## config.mk

```make
export PLATFORM = sky130hd
export DESIGN_NAME = mem_arbiter
export DESIGN_NICKNAME = d
export VERILOG_FILES = /design/src/rtl/mem_arbiter.sv
export SDC_FILE = /design/constraint.sdc
export NUM_CORES = 1
export LEC_CHECK = 0
export ABC_AREA = 1
export ABC_CLOCK_PERIOD_IN_PS = 1970
export BUFFER_PORTS_ARGS = -buffer_cell sky130_fd_sc_hd__buf_2
export CAP_MARGIN = 0
export CORE_ASPECT_RATIO = 0.75
export CORE_UTILIZATION = 44
export CTS_CLUSTER_DIAMETER = 60
export DETAILED_ROUTE_END_ITERATION = 10
export GPL_ROUTABILITY_DRIVEN = 0
export PLACE_DENSITY = 0.75
export SETUP_SLACK_MARGIN = 0.05
export SLEW_MARGIN = 20
export SYNTH_ARGS = -nofsm -noshare
export SYNTH_HDL_FRONTEND = slang
export SYNTH_SLANG_ARGS = --single-unit
```

## constraint.sdc

```tcl
create_clock -name clkcpu -period 1.97 [get_ports clkcpu]
set_clock_uncertainty 0.05 [all_clocks]
set_input_delay 0.591 -clock clkcpu [delete_from_list [all_inputs] [get_ports clkcpu]]
set_output_delay 0.591 -clock clkcpu [all_outputs]
set_load 0.03 [all_outputs]
```

## src/rtl/mem_arbiter.sv

```systemverilog
`default_nettype none
// ============================================================================
//  Module   : mem_arbiter
//  Purpose  : Wishbone memory arbiter for video DMA, sound DMA and CPU.
//             Fixed priority vid > snd > cpu, decided only in IDLE. DMA owners
//             get fixed-length incrementing bursts; the CPU gets one classic
//             transfer per grant. Every ownership ends with one GAP cycle.
//  Options  : `define MEM_ARB_TIMEOUT_EN to add an 8-bit watchdog that drops
//             a stalled memory cycle. A stalled CPU transfer then gets
//             cpu_err_o.
//  Revision : 1.0 - initial release
// ============================================================================
module mem_arbiter #(
    parameter int BURST_LEN = 4
) (
    input  logic        clkcpu,
    input  logic        rst_n_i,
    input  logic        cpu_cyc_i,
    input  logic        cpu_stb_i,
    input  logic        cpu_we_i,
    input  logic [3:0]  cpu_sel_i,
    input  logic [21:0] cpu_adr_i,
    output logic        cpu_ack_o,
    output logic        cpu_err_o,
    input  logic        vid_req_i,
    input  logic [21:0] vid_adr_i,
    output logic        vid_ack_o,
    input  logic        snd_req_i,
    input  logic [21:0] snd_adr_i,
    output logic        snd_ack_o,
    output logic        mem_cyc_o,
    output logic        mem_stb_o,
    output logic        mem_we_o,
    output logic [3:0]  mem_sel_o,
    output logic [2:0]  mem_cti_o,
    output logic [21:0] mem_adr_o,
    input  logic        mem_ack_i
);

    localparam int                    c_beat_w      = $clog2(BURST_LEN);
    localparam logic [c_beat_w-1:0]   c_last_beat   = c_beat_w'(BURST_LEN - 1);
    localparam logic [2:0]            c_cti_classic = 3'b000;
    localparam logic [2:0]            c_cti_incr    = 3'b010;
    localparam logic [2:0]            c_cti_eob     = 3'b111;

    typedef enum logic [2:0] {
        IDLE = 3'd0,
        VID  = 3'd1,
        SND  = 3'd2,
        CPU  = 3'd3,
        GAP  = 3'd4
    } state_t;

    state_t                r_state;
    state_t                w_state_nxt;
    logic                  r_mem_cyc;
    logic                  w_mem_cyc;
    logic                  r_mem_we;
    logic                  w_mem_we;
    logic [3:0]            r_mem_sel;
    logic [3:0]            w_mem_sel;
    logic [2:0]            r_mem_cti;
    logic [2:0]            w_mem_cti;
    logic [21:0]           r_mem_adr;
    logic [21:0]           w_mem_adr;
    logic [c_beat_w-1:0]   r_beat;
    logic [c_beat_w-1:0]   w_beat;
    logic [c_beat_w-1:0]   w_beat_inc;
    logic                  w_cpu_req;
    logic                  w_grant;
    logic                  w_timeout;

    assign w_cpu_req  = cpu_cyc_i & cpu_stb_i;
    assign w_grant    = (r_state == IDLE) & (vid_req_i | snd_req_i | w_cpu_req);
    assign w_beat_inc = r_beat + c_beat_w'(1);

`ifdef MEM_ARB_TIMEOUT_EN
    logic [7:0] r_tmo;
    logic       r_cpu_err;

    // Stall watchdog: restarts on grant or ack, runs while a cycle is open.
    // Firing when the count is about to reach 255 means the cycle is held
    // for exactly 255 clocks without an ack.
    assign w_timeout = r_mem_cyc & ~mem_ack_i & (r_tmo == 8'hFE);

    // Watchdog counter and the one-cycle CPU error pulse it produces.
    always_ff @(posedge clkcpu) begin
        if (!rst_n_i) begin
            r_tmo     <= 8'd0;
            r_cpu_err <= 1'b0;
        end else begin
            r_cpu_err <= w_timeout & (r_state == CPU);
            if (w_grant || mem_ack_i) begin
                r_tmo <= 8'd0;
            end else if (r_mem_cyc) begin
                r_tmo <= r_tmo + 8'd1;
            end
        end
    end

    assign cpu_err_o = r_cpu_err;
`else
    assign w_timeout = 1'b0;
    assign cpu_err_o = 1'b0;
`endif

    // State and registered memory-bus outputs.
    always_ff @(posedge clkcpu) begin
        if (!rst_n_i) begin
            r_state   <= IDLE;
            r_mem_cyc <= 1'b0;
            r_mem_we  <= 1'b0;
            r_mem_sel <= 4'd0;
            r_mem_cti <= 3'd0;
            r_mem_adr <= 22'd0;
            r_beat    <= '0;
        end else begin
            r_state   <= w_state_nxt;
            r_mem_cyc <= w_mem_cyc;
            r_mem_we  <= w_mem_we;
            r_mem_sel <= w_mem_sel;
            r_mem_cti <= w_mem_cti;
            r_mem_adr <= w_mem_adr;
            r_beat    <= w_beat;
        end
    end

    // Arbitration, burst sequencing and end-of-ownership handling.
    always_comb begin
        w_state_nxt = r_state;
        w_mem_cyc   = r_mem_cyc;
        w_mem_we    = r_mem_we;
        w_mem_sel   = r_mem_sel;
        w_mem_cti   = r_mem_cti;
        w_mem_adr   = r_mem_adr;
        w_beat      = r_beat;

        case (r_state)
            IDLE: begin
                if (vid_req_i) begin
                    w_state_nxt = VID;
                    w_mem_cyc   = 1'b1;
                    w_mem_we    = 1'b0;
                    w_mem_sel   = 4'hF;
                    w_mem_cti   = c_cti_incr;
                    w_mem_adr   = vid_adr_i;
                    w_beat      = '0;
                end else if (snd_req_i) begin
                    w_state_nxt = SND;
                    w_mem_cyc   = 1'b1;
                    w_mem_we    = 1'b0;
                    w_mem_sel   = 4'hF;
                    w_mem_cti   = c_cti_incr;
                    w_mem_adr   = snd_adr_i;
                    w_beat      = '0;
                end else if (w_cpu_req) begin
                    w_state_nxt = CPU;
                    w_mem_cyc   = 1'b1;
                    w_mem_we    = cpu_we_i;
                    w_mem_sel   = cpu_sel_i;
                    w_mem_cti   = c_cti_classic;
                    w_mem_adr   = cpu_adr_i;
                    w_beat      = '0;
                end
            end
            VID, SND: begin
                if (w_timeout || (mem_ack_i && (r_beat == c_last_beat))) begin
                    w_state_nxt = GAP;
                    w_mem_cyc   = 1'b0;
                    w_mem_we    = 1'b0;
                    w_mem_sel   = 4'd0;
                    w_mem_cti   = c_cti_classic;
                end else if (mem_ack_i) begin
                    w_beat    = w_beat_inc;
                    w_mem_adr = r_mem_adr + 22'd1;
                    w_mem_cti = (w_beat_inc == c_last_beat) ? c_cti_eob : c_cti_incr;
                end
            end
            CPU: begin
                if (w_timeout || mem_ack_i) begin
                    w_state_nxt = GAP;
                    w_mem_cyc   = 1'b0;
                    w_mem_we    = 1'b0;
                    w_mem_sel   = 4'd0;
                    w_mem_cti   = c_cti_classic;
                end
            end
            GAP: begin
                w_state_nxt = IDLE;
            end
            default: begin
                w_state_nxt = IDLE;
                w_mem_cyc   = 1'b0;
            end
        endcase
    end

    // Acks follow mem_ack_i only toward the current owner.
    assign vid_ack_o = mem_ack_i & (r_state == VID);
    assign snd_ack_o = mem_ack_i & (r_state == SND);
    assign cpu_ack_o = mem_ack_i & (r_state == CPU);

    assign mem_cyc_o = r_mem_cyc;
    assign mem_stb_o = r_mem_cyc;
    assign mem_we_o  = r_mem_we;
    assign mem_sel_o = r_mem_sel;
    assign mem_cti_o = r_mem_cti;
    assign mem_adr_o = r_mem_adr;

endmodule
`default_nettype wire

```

* Word-level counts from Yosys, hierarchy flattened *
Index checks and enable logic that the tools add are counted.

operators by class
  add/subtract/negate cells = 2
  equality and inequality tests = 12
  muxes and demuxes = 42
  bitwise operators = 5
  reductions and logical operators = 10

operator list
  kind                     count
  $mux W22                 5
  $pmux W22 S2             1
  $mux W3                  12
  $add A22 B1 Y22 const B  1
  $mux W4                  5
  $pmux W3 S3              2
  $reduce_and A4 Y1        4
  $pmux W4 S3              1
  $mux W2                  5
  $mux W1                  8
  $ne A2 B2 Y1 const B     4
  $eq A3 B2 Y1 const B     2
  $and A1 B1 Y1            4
  $eq A2 B2 Y1 const B     2
  $ne A4 B4 Y1 const B     1
  $pmux W1 S4              1
  $pmux W2 S2              1
  $eq A3 B1 Y1 const B     1
  $eq A3 B3 Y1 const B     1
  $logic_not A3 Y1         1
  $ne A3 B3 Y1 const B     1
  $pmux W1 S3              1
  $reduce_and A3 Y1        1
  $reduce_bool A3 Y1       1
  5 further kinds          5

word-level totals
  bits in registers = 36
  bits of input ports = 78
  output and inout bits = 36
  word-level logic and storage cells = 78

* Longest topological paths before layout *
Gate-level depths: netlist (run 1).

  depth after elaboration = 6
  depth in mapped cells = 11
  mapped depth without buffers = 10

* Worst setup path before layout (run 1) *
OpenSTA, ideal clock, no wires.

  kind = register to register
  start point = reg r_mem_adr[0] (netlist: mem_adr_o[0])
  end point = reg r_mem_adr[14] (netlist: mem_adr_o[14])
  setup time = 0.116 ns
  data arrival time = 1.643 ns
  data required time = 1.804 ns
  path slack = 0.161 ns
  stages on the path, launching flop included = 11
  path buffers = 0
  clock period less this slack = 1.809 ns
  cell sequence = dfxtp_1 -> ha_1 -> nand2_1 -> nor2_2 -> nand2_1 -> nor2_1 -> nand2_1 -> o21ai_1 -> nand3_1 -> nand2_1 -> nor2_1

between the ends
  word-level cells in the longest chain between the ends = 4

RTL lines
  what                    line  source
  from (decl)             64    logic [21:0] r_mem_adr;
  from (signal assigned)  123   r_mem_adr <= w_mem_adr;
  $add A22 B1 Y22         175   w_mem_adr = r_mem_adr + 22'd1;
  $mux W22                173   end else if (mem_ack_i) begin
  $mux W22                167   if (w_timeout || (mem_ack_i && (r_beat == c_last_beat))) begin
  $pmux W22 S2            138   case (r_state)

Every way passes these cells. The select of a mux whose other input is x is not followed.
A chain may end at the register's enable or synchronous reset.

* Worst setup path after layout (run 1) *
  start point = reg r_state[2]
  end point = out vid_ack_o

between the ends
  word-level cells in the longest chain between the ends = 2

RTL lines
  what                    line  source
  from (decl)             54    state_t r_state;
  from (signal assigned)  118   r_state <= w_state_nxt;
  $eq A3 B1 Y1            199   assign vid_ack_o = mem_ack_i & (r_state == VID);
  $and A1 B1 Y1           199
  to (decl)               27    output logic vid_ack_o,

Every way passes these cells.

==> impl_summary.txt, run 1 <==
----------------------------------------------------
[Route]
  Count of routing violations after the opening detailed-route iteration ... around 150
  Routed wire length per instance ... approximately 12 µm
  Routed wire length ... roughly 7800 µm
  Detailed-router iteration count before antenna repair ... 4
  Vias after detailed routing ... between 3,000 and 4,000
  Remaining design rule violation count ... 0
  Antenna Nets Post-Route ... 0
  Per-cell via count in the routed design ... approximately 5.1

[Critical path]
  Setup CP Type ... register to output pin
  Kind of start point of the critical path ... register
  Crit. End Element ... output pin
  Slowest library cell on the worst path ... dfxtp_1
  Required time at the endpoint of the critical path ... about 1300 ps
  Reg2reg setup slack ... approximately 250 ps
  Cell Chain, Critical Path ... inv_2 -> nand3_2 -> nor2_1 -> buf_2
  CP arrival ... 1160 ps
  Critical path fanouts, max ... 5
  Slowest stage delay, CP ... ~340 ps
  Path depth of the worst reg2reg path ... 10

[Synthesis]
  Number of distinct library cells after synthesis ... 31
  Sequential fraction of the synthesis area ... 0.270
  FF+latch count, synth ... 35
  Total number of yosys warnings ... 0
  Syn Area/Cell ... slightly below 6 µm²
  Net Count, Synth ... 520
  Post-synthesis instance area ... 0.00259 mm²
  Cell count after synthesis ... ~440

[Global routing]
  Global-route wire length before repair ... 12,900 µm
  Via count of the first global-routing pass ... between 2,000 and 3,000
  Remaining Overflow, GRT ... 0
  Number of antenna violations at the first check in global routing ... 0
  Maximum number of pins on one net before global-route repair ... 26
  Total routing usage reported by global routing ... 0.262

[Clocking]
  Bufs on Longest Clock Path ... 2
  Clock root buffer master ... clkbuf_8
  H-tree lvl count ... 2
  CTS tree ... built
  Number of gates resized after CTS ... 0
  Clock-pin slew on the worst setup and hold paths ... about 80 ps
  Post-cts hold buffer count ... 0
  Total number of clock tree sinks ... 35
  Inserted Clock Buffers ... 5
  Clock latency on the worst-skew pair ... approximately 300 ps
  Post-CTS Setup Inserts ... 0

[Floorplan]
  Total number of placement rows ... 23
  Core area ... approximately 0.0055 mm²
  Horizontal extent of the die ... roughly 90 µm
  Die outline area ... 0.00620 mm²
  Die height ... 68.5 µm
  Number of ports placed on the die boundary ... about 110
  Starting utilization of the core area ... 0.471

[Layout]
  Final instance area ... ~0.0033 mm²
  Antenna diode count ... 0
  Number of fill cells ... 567
  Layout net count ... between 600 and 700
  Most frequent cells in the layout ... nand2_1 (141), buf_2 (112), nor2_1 (57)
  Final core occ ... 0.605
  Area overhead of the layout relative to synthesis ... 28.3%
  Share of layout cells above drive strength 1 ... 0.287
  Most frequent standard cell in the layout excluding fill and tap cells ... nand2_1
  Non-filler instance count after layout ... 622

[Power]
  Highest ir drop seen on vdd ... about 950 µV
  Clock power share ... 0.153
  Pwr/cell area ... approximately 1600 mW/mm²
  LEAKAGE ... ~1.6 nW
  Net switching share of the total power ... 0.522
  Share of total power in combinational logic ... 0.592
  Power Total ... between 5 and 6 mW
  Reg power frac ... 0.255
  Switching power of the nets ... approximately 2.7 mW
  Power Internal ... between 2 and 3 mW

[Place]
  Port Buffers ... 112
  Total cell area at the placement stage ... around 0.0032 mm²
  Pre-CTS setup slack ... ~120 ps
  Detailed Place HPWL ... a little under 6000 µm
  DP Cell Count ... 614

[Timing]
  Final critical-path required period ... about 1800 ps
  Minimum hold slack ... roughly 440 ps
  Setup repair after global routing missed its margin ... no
  Max-slew violation count ... 0
  Final-report hold violation count ... 0
  Number of failing setup endpoints in the final timing report ... 0
  Maximum clock frequency ... around 560 MHz
  TNS Setup ... 0 ps
  Final setup slack of the worst path ... approximately 170 ps
  Final critical-path share of the clock period ... 0.914

[Hold path]
  Hold depth ... 2
  Worst min path class ... register to register

[Run status]
  Status ... finished clean

[Job]
  Max capacitance violation total ... 0

----------------------------------------------------
[worst max-delay path: cells and delay by family (launching register included)]
kind          cells  cell delay (ps)
buf+inv           2              320
flops             1              340
simple gates      2              200
[state kept, by name (all words and copies together) (netlist names)]
signal     flops
mem_adr_o     22
r_beat         2
mem_cyc_o      1
mem_sel_o      4
r_state        3
mem_we_o       1
mem_cti_o      2
[kinds of logic (layout without fill, tap and decap cells)]
kind of cell | Yosys count | count (layout) | share of synthesized area
xor+xnor | 5 | 5 | 0.0169
simple gates | 263 | 263 | 0.443
flops | 35 | 35 | 0.270
buf+inv | 56 | 164 | 0.101
fa+ha+maj | 3 | 3 | 0.0145
other cells | 1 | 1 | 0.00145
compound gates | 76 | 76 | 0.152
[power groups by stage]
stage	Sequential, mW	Clock [mW]	Combinational [mW]
finish	1.34	0.801	3.10
global route	1.38	0.833	3.47
CTS	1.33	0.809	3.11
detailed placement	1.34	0	3.10
global placement	1.32	0	3.04
floorplan	1.72	0	2.03
[final timing paths]
| check | startpoint | to |
|---|---|---|
| worst min-delay path | mem_cti_o[0] | mem_cti_o[0] |
| worst max register to register | mem_adr_o[1] | mem_adr_o[14] |
| worst min register to register | mem_cti_o[0] | mem_cti_o[0] |
| worst max-delay path | r_state[2] | vid_ack_o |
[metal layers]
metal / global-route usage / part of all wire / vias up
met5: 0 / 0 / -
li1: - / - / 1621
met2: 0.463 / 0.46 / 110
met4: 0.131 / 0.024 / 0
met3: 0.0500 / 0.057 / 18
met1: 0.313 / 0.46 / 1404
[final cells by class]
type                            instances  area [µm²]  area share
Tap cell                               75        93.8      0.0282
Clock inverter                          3        67.6      0.0203
Clock buffer                            5        68.8      0.0207
Timing Repair Buffer                  122         636       0.191
Sequential cell                        35         702       0.211
Multi-Input combinational cell        348        1630       0.489
Inverter                               34         130      0.0391
[cells in the mapped netlist (all sizes together)]
library cell / count / area [µm²]
or2: 2 / 12.5
o21ai: 35 / 175
a21oi: 32 / 160
a31oi: 7 / 43.8
ha: 3 / 37.5
inv: 34 / 130
xor2: 5 / 43.8
buf: 17 / 114
nand3: 31 / 178
clkbuf: 5 / 18.8
nand2: 147 / 577
nand4: 6 / 37.5
conb: 1 / 3.75
o21a: 2 / 15.0
nor3b: 3 / 22.5
nor3: 5 / 25.0
dfxtp: 35 / 701
nor2: 67 / 282
nand3b: 2 / 15.0
Power figures use the tool's default switching activity.
==> run 2: changes to the inputs <==
Settings changed: ABC_AREA 1 to not set.
==> run 2 against run 1 <==
Against the previous run: clock-buffer cell count grew 3; flip-flop and latch count is the same; final cell count shrank 13%; sequential share of layout area shrank 0.62 points; die area shrank 1.3%; register-to-register slack lost 80 ps.
==> impl_summary.txt, run 2 <==
----------------------------------------------------
[Synthesis]
  Number of distinct library cells after synthesis ... 58 (+87%)
  Most numerous cell types in the synthesized netlist ... nand2_1 (55), o21ai_0 (38), dfxtp_1 (35)
  Post-synthesis cell type with the largest combined area ... dfxtp_1
  Syn Area/Cell ... 7.37 µm² (+25%)
  Cell count after synthesis ... 347 (-21%)
  Synth top area cells ... dfxtp_1 (27%), mux2i_1 (8.6%), nand2_1 (8.1%)
  Post-synth top flop ... dfxtp_1
  Sequential fraction of the synthesis area ... 0.274 (+0.00357)
  Area share of the largest cell type after synthesis ... 0.274 (+0.00357)
  Post-synthesis instance area ... 0.00256 mm² (-1.3%)
  Fraction of registers with async set/reset ... 0 (unchanged)
  Most instantiated library cell after synthesis ... nand2_1
  Net Count, Synth ... 428 (-18%)
  FF+latch count, synth ... 35 (unchanged)
  Total number of yosys warnings ... 0 (unchanged)
  Number of synthesized flops with an enable pin ... 0 (unchanged)

[Layout]
  Seq. cell area ... 702 µm² (unchanged)
  Final instance area ... 0.00343 mm² (+3.0%)
  Number of fill cells ... 530 (-6.5%)
  Area overhead of the layout relative to synthesis ... 34.0%
  Share of layout cells above drive strength 1 ... 0.348 (+0.0606)
  Antenna diode count ... 0 (unchanged)
  Most frequent standard cell in the layout excluding fill and tap cells ... buf_2
  Number of flip-flops under the largest register name ... 22 (unchanged)
  Most frequent cells in the layout ... buf_2 (109), nand2_1 (55), o21ai_0 (38)
  Layout net count ... 546 (-13%)
  Total area of multi-input combinational cells ... 0.00170 mm² (+4.5%)

[Timing]
  Final critical-path share of the clock period ... 0.950 (+0.0358)
  Final critical-path required period ... 1870 ps (+70.5 ps)
  Maximum clock frequency ... 534 MHz (-3.8%)
  Setup repair after global routing missed its margin ... no
  Number of failing setup endpoints in the final timing report ... 0 (unchanged)
  Max-slew violation count ... 0 (unchanged)
  TNS Setup ... 0 ps (unchanged)
  Final-report hold violation count ... 0 (unchanged)

[Power]
  Reg power frac ... 0.347 (+0.092)
  Share of total power in combinational logic ... 0.438 (-0.154)
  Net switching share of the total power ... 0.411 (-0.111)
  Switching power of the nets ... 1.12 mW (-59%)
  Clock power share ... 0.215 (+0.062)
  LEAKAGE ... 1.60 nW (-2.4%)
  Power Internal ... 1.61 mW (-36%)
  Pwr/cell area ... 798 mW/mm² (-49%)
  Highest ir drop seen on vdd ... 387 µV (-59%)

[Hold path]
  Worst min path class ... register to register
  Hold depth ... 2 (unchanged)
  Startpoint of the most critical hold path ... mem_sel_o[3]
  WHS Endpoint ... mem_sel_o[3]

[Critical path]
  Path depth of the worst reg2reg path ... 7 (-3)
  Required time at the endpoint of the critical path ... 1330 ps (about the same)
  Origin of the critical flop-to-flop path ... mem_adr_o[0]
  Critical path fanouts, max ... 5 (unchanged)
  Reg2reg setup slack ... 170 ps (-80 ps)
  Kind of start point of the critical path ... input pin
  CP arrival ... 1230 ps (+70 ps)
  Setup CP Type ... input pin to output pin
  Capture point of the worst reg-to-reg path ... mem_adr_o[10]
  Crit. End Element ... output pin

[Global routing]
  Maximum number of pins on one net before global-route repair ... 48 (+85%)
  Via count of the first global-routing pass ... 2,603 (-11%)
  Remaining Overflow, GRT ... 0 (unchanged)
  Global-route wire length before repair ... 12,600 µm (-2.2%)
  Number of antenna violations at the first check in global routing ... 0 (unchanged)
  Total routing usage reported by global routing ... 0.254 (-0.00846)

[Clocking]
  Clock root buffer master ... clkbuf_8
  Post-cts hold buffer count ... 0 (unchanged)
  Bufs on Longest Clock Path ... 2 (unchanged)
  Clock latency on the worst-skew pair ... 290 ps (about the same)
  H-tree lvl count ... 2 (unchanged)
  Total number of clock tree sinks ... 35 (unchanged)
  Inserted Clock Buffers ... 5 (unchanged)
  CTS tree ... built
  Clock-pin slew on the worst setup and hold paths ... 70 ps (about the same)
  Post-CTS Setup Inserts ... 0 (unchanged)

[Route]
  Vias after detailed routing ... 3,059 (-3.0%)
  Remaining design rule violation count ... 0 (unchanged)
  Routed wire length per instance ... 14.3 µm (+15%)
  Count of routing violations after the opening detailed-route iteration ... 126 (-13%)
  Per-cell via count in the routed design ... 5.65 (+12%)
  Routed wire length ... 7750 µm (-0.28%)
  Antenna Nets Post-Route ... 0 (unchanged)
  Detailed-router iteration count before antenna repair ... 5 (+1)

[Place]
  Port Buffers ... 112 (unchanged)
  Detailed Place HPWL ... 5890 µm (+1.0%)
  Total cell area at the placement stage ... 0.00331 mm² (+3.8%)

[Job]
  Max capacitance violation total ... 0 (unchanged)

[Floorplan]
  Core area ... 0.00547 mm² (-0.52%)
  Total number of placement rows ... 23 (unchanged)
  Starting utilization of the core area ... 0.468 (-0.00370)
  Die height ... 68.0 µm (-0.64%)
  Horizontal extent of the die ... 90.0 µm (-0.63%)
  Number of ports placed on the die boundary ... 114 (unchanged)
  Die outline area ... 0.00612 mm² (-1.3%)

[Run status]
  Status ... finished clean

----------------------------------------------------
-- run 2: area by class of cell --
| cell class | count | area share |
|---|---|---|
| multi-input combinational | 279 | 0.496 |
| clock buffer | 8 | 0.0292 |
| tap | 75 | 0.0274 |
| timing repair buffer | 140 | 0.238 |
| sequential | 35 | 0.205 |
| inverter | 4 | 0.00438 |
-- run 2: power by group through the flow --
stage | logic (mW) | registers [mW] | clock network, mW
global placement | 1.16 | 0.952 | 0
global route | 1.30 | 0.964 | 0.622
detailed placement | 1.18 | 0.955 | 0
floorplan | 0.601 | 1.13 | 0
finish | 1.20 | 0.948 | 0.589
CTS | 1.18 | 0.942 | 0.591
-- run 2: cell families after synthesis --
kind of cell	after synthesis	share of synthesized area
simple gates	139	0.267
compound gates	109	0.266
flops	35	0.274
buf+inv	33	0.0704
mux	25	0.0993
fa+ha+maj	4	0.0186
other cells	1	0.00147
xor+xnor	1	0.00343
-- run 2: timing repair --
item,4_1_cts,5_1_grt
endpoints found under the setup margin,3,21
gates resized for setup,1,8
cloned,0,0
-- run 2: how the worst max path moves through the flow --
stage / startpoint / end / cells past startpoint
finish: mem_ack_i / cpu_ack_o / 4
detailed placement: mem_ack_i / mem_adr_o[3] / 6
global route: mem_adr_o[2] / mem_adr_o[15] / 5
floorplan: snd_req_i / mem_adr_o[13] / 7
global placement: vid_req_i / mem_adr_o[18] / 6
CTS: mem_ack_i / cpu_ack_o / 4
-- run 2: per-layer routing --
layer,part of all wire,track usage
met5,0,0
met3,0.076,0.0467
met4,0.010,0.0726
met2,0.45,0.405
met1,0.47,0.354
-- run 2: worst max-delay path, stage by stage --
cell and delay [ps]:
buf_2 130, nor2b_4 170, and3_1 160, clkbuf_4 180
-- run 2: through the flow --
step / hold WS, ps / utilization / power [mW] / std cells / setup WS, ps
floorplan: 459 / - / 1.73 / 347 / 58.2
detailed placement: 413 / 0.605 / 2.13 / 533 / 18.7
global route: 449 / 0.627 / 2.89 / 541 / 50.2
global placement: 396 / 0.605 / 2.11 / 533 / 62.9
CTS: 423 / 0.624 / 2.72 / 541 / 71.9
finish: 415 / 0.627 / 2.73 / 541 / 98.8
==> run 3: changes to the inputs <==
Settings changed: CTS_BUF_LIST set to sky130_fd_sc_hd__clkbuf_4 sky130_fd_sc_hd__clkbuf_8.
==> run 3 against run 2 <==
Against the previous run: via count stayed put; largest power group unchanged; worst hold slack hardly changed; fmax stayed put; critical path depth stayed put; clock-buffer cell count stayed put.
==> impl_summary.txt, run 3 (same netlist as run 2, synthesis figures left out) <==
----------------------------------------------------
[Clocking]
  Total number of clock tree sinks ... 35 (unchanged)
  Post-CTS Setup Inserts ... 0 (unchanged)
  Clock root buffer master ... clkbuf_8
  Inserted Clock Buffers ... 5 (unchanged)
  Clock latency on the worst-skew pair ... 290 ps (about the same)
  CTS tree ... built
  Clock-pin slew on the worst setup and hold paths ... 70 ps (about the same)
  Bufs on Longest Clock Path ... 2 (unchanged)
  H-tree lvl count ... 2 (unchanged)
  Post-cts hold buffer count ... 0 (unchanged)

[Hold path]
  Hold depth ... 2 (unchanged)
  Worst min path class ... register to register
  Startpoint of the most critical hold path ... mem_sel_o[3]
  WHS Endpoint ... mem_sel_o[3]

[Layout]
  Most frequent standard cell in the layout excluding fill and tap cells ... buf_2
  Most frequent cells in the layout ... buf_2 (109), nand2_1 (55), o21ai_0 (38)
  Number of flip-flops under the largest register name ... 22 (unchanged)
  Area overhead of the layout relative to synthesis ... 34.1%
  Layout net count ... 546 (unchanged)
  Final core occ ... 0.627 (+0.000687)
  Share of layout cells above drive strength 1 ... 0.350 (+0.00215)
  Antenna diode count ... 0 (unchanged)
  Non-filler instance count after layout ... 541 (unchanged)

[Timing]
  Maximum clock frequency ... 534 MHz (unchanged)
  Number of failing setup endpoints in the final timing report ... 0 (unchanged)
  Final critical-path share of the clock period ... 0.950 (unchanged)
  Max-slew violation count ... 0 (unchanged)
  Final critical-path required period ... 1870 ps (unchanged)
  Final-report hold violation count ... 0 (unchanged)
  Setup repair after global routing missed its margin ... no
  Final setup slack of the worst path ... 98.8 ps (unchanged)
  TNS Setup ... 0 ps (unchanged)
  Minimum hold slack ... 415 ps (+0.0220 ps)

[Power]
  Reg power frac ... 0.345 (-0.002)
  LEAKAGE ... 1.60 nW (+0.21%)
  Power Internal ... 1.62 mW (+0.86%)
  Switching power of the nets ... 1.12 mW (about the same)
  Share of total power in combinational logic ... 0.436 (-0.002)
  Clock power share ... 0.219 (+0.004)
  Pwr/cell area ... 801 mW/mm² (+0.40%)
  Net switching share of the total power ... 0.409 (-0.00204)
  Highest ir drop seen on vdd ... 387 µV (about the same)

[Route]
  Remaining design rule violation count ... 0 (unchanged)
  Antenna Nets Post-Route ... 0 (unchanged)
  Detailed-router iteration count before antenna repair ... 5 (unchanged)
  Routed wire length per instance ... 14.3 µm (unchanged)
  Routed wire length ... 7750 µm (unchanged)
  Vias after detailed routing ... 3,059 (unchanged)
  Count of routing violations after the opening detailed-route iteration ... 126 (unchanged)
  Per-cell via count in the routed design ... 5.65 (unchanged)

[Critical path]
  CP arrival ... 1230 ps (about the same)
  Crit. End Element ... output pin
  Cell Chain, Critical Path ... buf_2 -> nor2b_4 -> and3_1 -> clkbuf_4
  Capture point of the worst reg-to-reg path ... mem_adr_o[10]
  Slowest library cell on the worst path ... clkbuf_4
  Reg2reg setup slack ... 170 ps (about the same)
  Origin of the critical flop-to-flop path ... mem_adr_o[0]
  Kind of cell adding the most delay to the critical path ... simple AND/OR/NAND/NOR gates
  Buffers plus inverters on the worst setup path ... 2 (unchanged)
  Kind of start point of the critical path ... input pin
  Required time at the endpoint of the critical path ... 1330 ps (about the same)
  Setup CP Type ... input pin to output pin
  Path depth of the worst reg2reg path ... 7 (unchanged)
  Critical path fanouts, max ... 5 (unchanged)
  Slowest stage delay, CP ... 180 ps (about the same)

[Run status]
  Status ... finished clean

[Global routing]
  Number of antenna violations at the first check in global routing ... 0 (unchanged)
  Remaining Overflow, GRT ... 0 (unchanged)
  Maximum number of pins on one net before global-route repair ... 48 (unchanged)
  Via count of the first global-routing pass ... 2,603 (unchanged)
  Global-route wire length before repair ... 12,600 µm (unchanged)
  Total routing usage reported by global routing ... 0.254 (unchanged)

[Place]
  Pre-CTS setup slack ... 18.7 ps (unchanged)
  Detailed Place HPWL ... 5890 µm (unchanged)
  Port Buffers ... 112 (unchanged)
  DP Cell Count ... 533 (unchanged)

[Floorplan]
  Die outline area ... 0.00612 mm² (unchanged)
  Number of ports placed on the die boundary ... 114 (unchanged)
  Horizontal extent of the die ... 90.0 µm (unchanged)
  Total number of placement rows ... 23 (unchanged)
  Die height ... 68.0 µm (unchanged)
  Starting utilization of the core area ... 0.468 (unchanged)
  Core area ... 0.00547 mm² (unchanged)

[Job]
  Max capacitance violation total ... 0 (unchanged)

----------------------------------------------------
[run 3: cell counts in the layout (fill, tap and decap cells not counted)]
No cell type changed its count.
[run 3: worst max path at each step]
stage / start / end / slack [ps] / cells past startpoint
2_1_floorplan: snd_req_i / mem_adr_o[13] / 60 / 7
6_report: mem_ack_i / cpu_ack_o / 100 / 4
4_1_cts: mem_ack_i / cpu_ack_o / 70 / 4
5_1_grt: mem_adr_o[2] / mem_adr_o[15] / 50 / 5
3_5_place_dp: mem_ack_i / mem_adr_o[3] / 20 / 6
3_3_place_gp: vid_req_i / mem_adr_o[18] / 60 / 6
[run 3: per-stage QoR]
step	total power, mW	instance area [µm²]
2_1_floorplan	1.73	2570
3_3_place_gp	2.11	3310
3_5_place_dp	2.13	3310
4_1_cts	2.73	3410
5_1_grt	2.90	3430
6_report	2.75	3430
[run 3: power groups by stage]
stage | clock network (mW) | registers [mW] | logic, mW
after global routing | 0.636 | 0.964 | 1.30
final | 0.603 | 0.948 | 1.20
after detailed placement | 0 | 0.955 | 1.18
after CTS | 0.605 | 0.942 | 1.18
after global placement | 0 | 0.952 | 1.16
after floorplan | 0 | 1.13 | 0.601
[run 3: layout make-up]
class	count	area, µm²
inverters	4	15.0
well taps	75	93.8
repair buffers	140	816
multi-input cells	279	1700
flip-flops and latches	35	702
fillers	528	2040
clock buffers	8	104
[run 3: worst register-to-register path: stages, from the launching register on]
cell and delay (ps):
dfxtp_1 350, ha_1 220, nand4_1 200, buf_4 210, nor2_1 190, nand3_1 130, o31a_1 240, o22ai_1 140
[run 3: timing repair]
action	CTS	global route
setup endpoints to repair	3	21
pin swaps	0	0
endpoints found under the hold margin	0	0
gates resized for setup	1	8
[run 3: metal layers]
layer / vias to the layer above / wire length, µm / track usage
met5: - / 0 / 0
met4: 0 / 81 / 0.0726
li1: 1510 / - / -
met2: 151 / 3470 / 0.405
met1: 1385 / 3610 / 0.354
met3: 13 / 588 / 0.0467
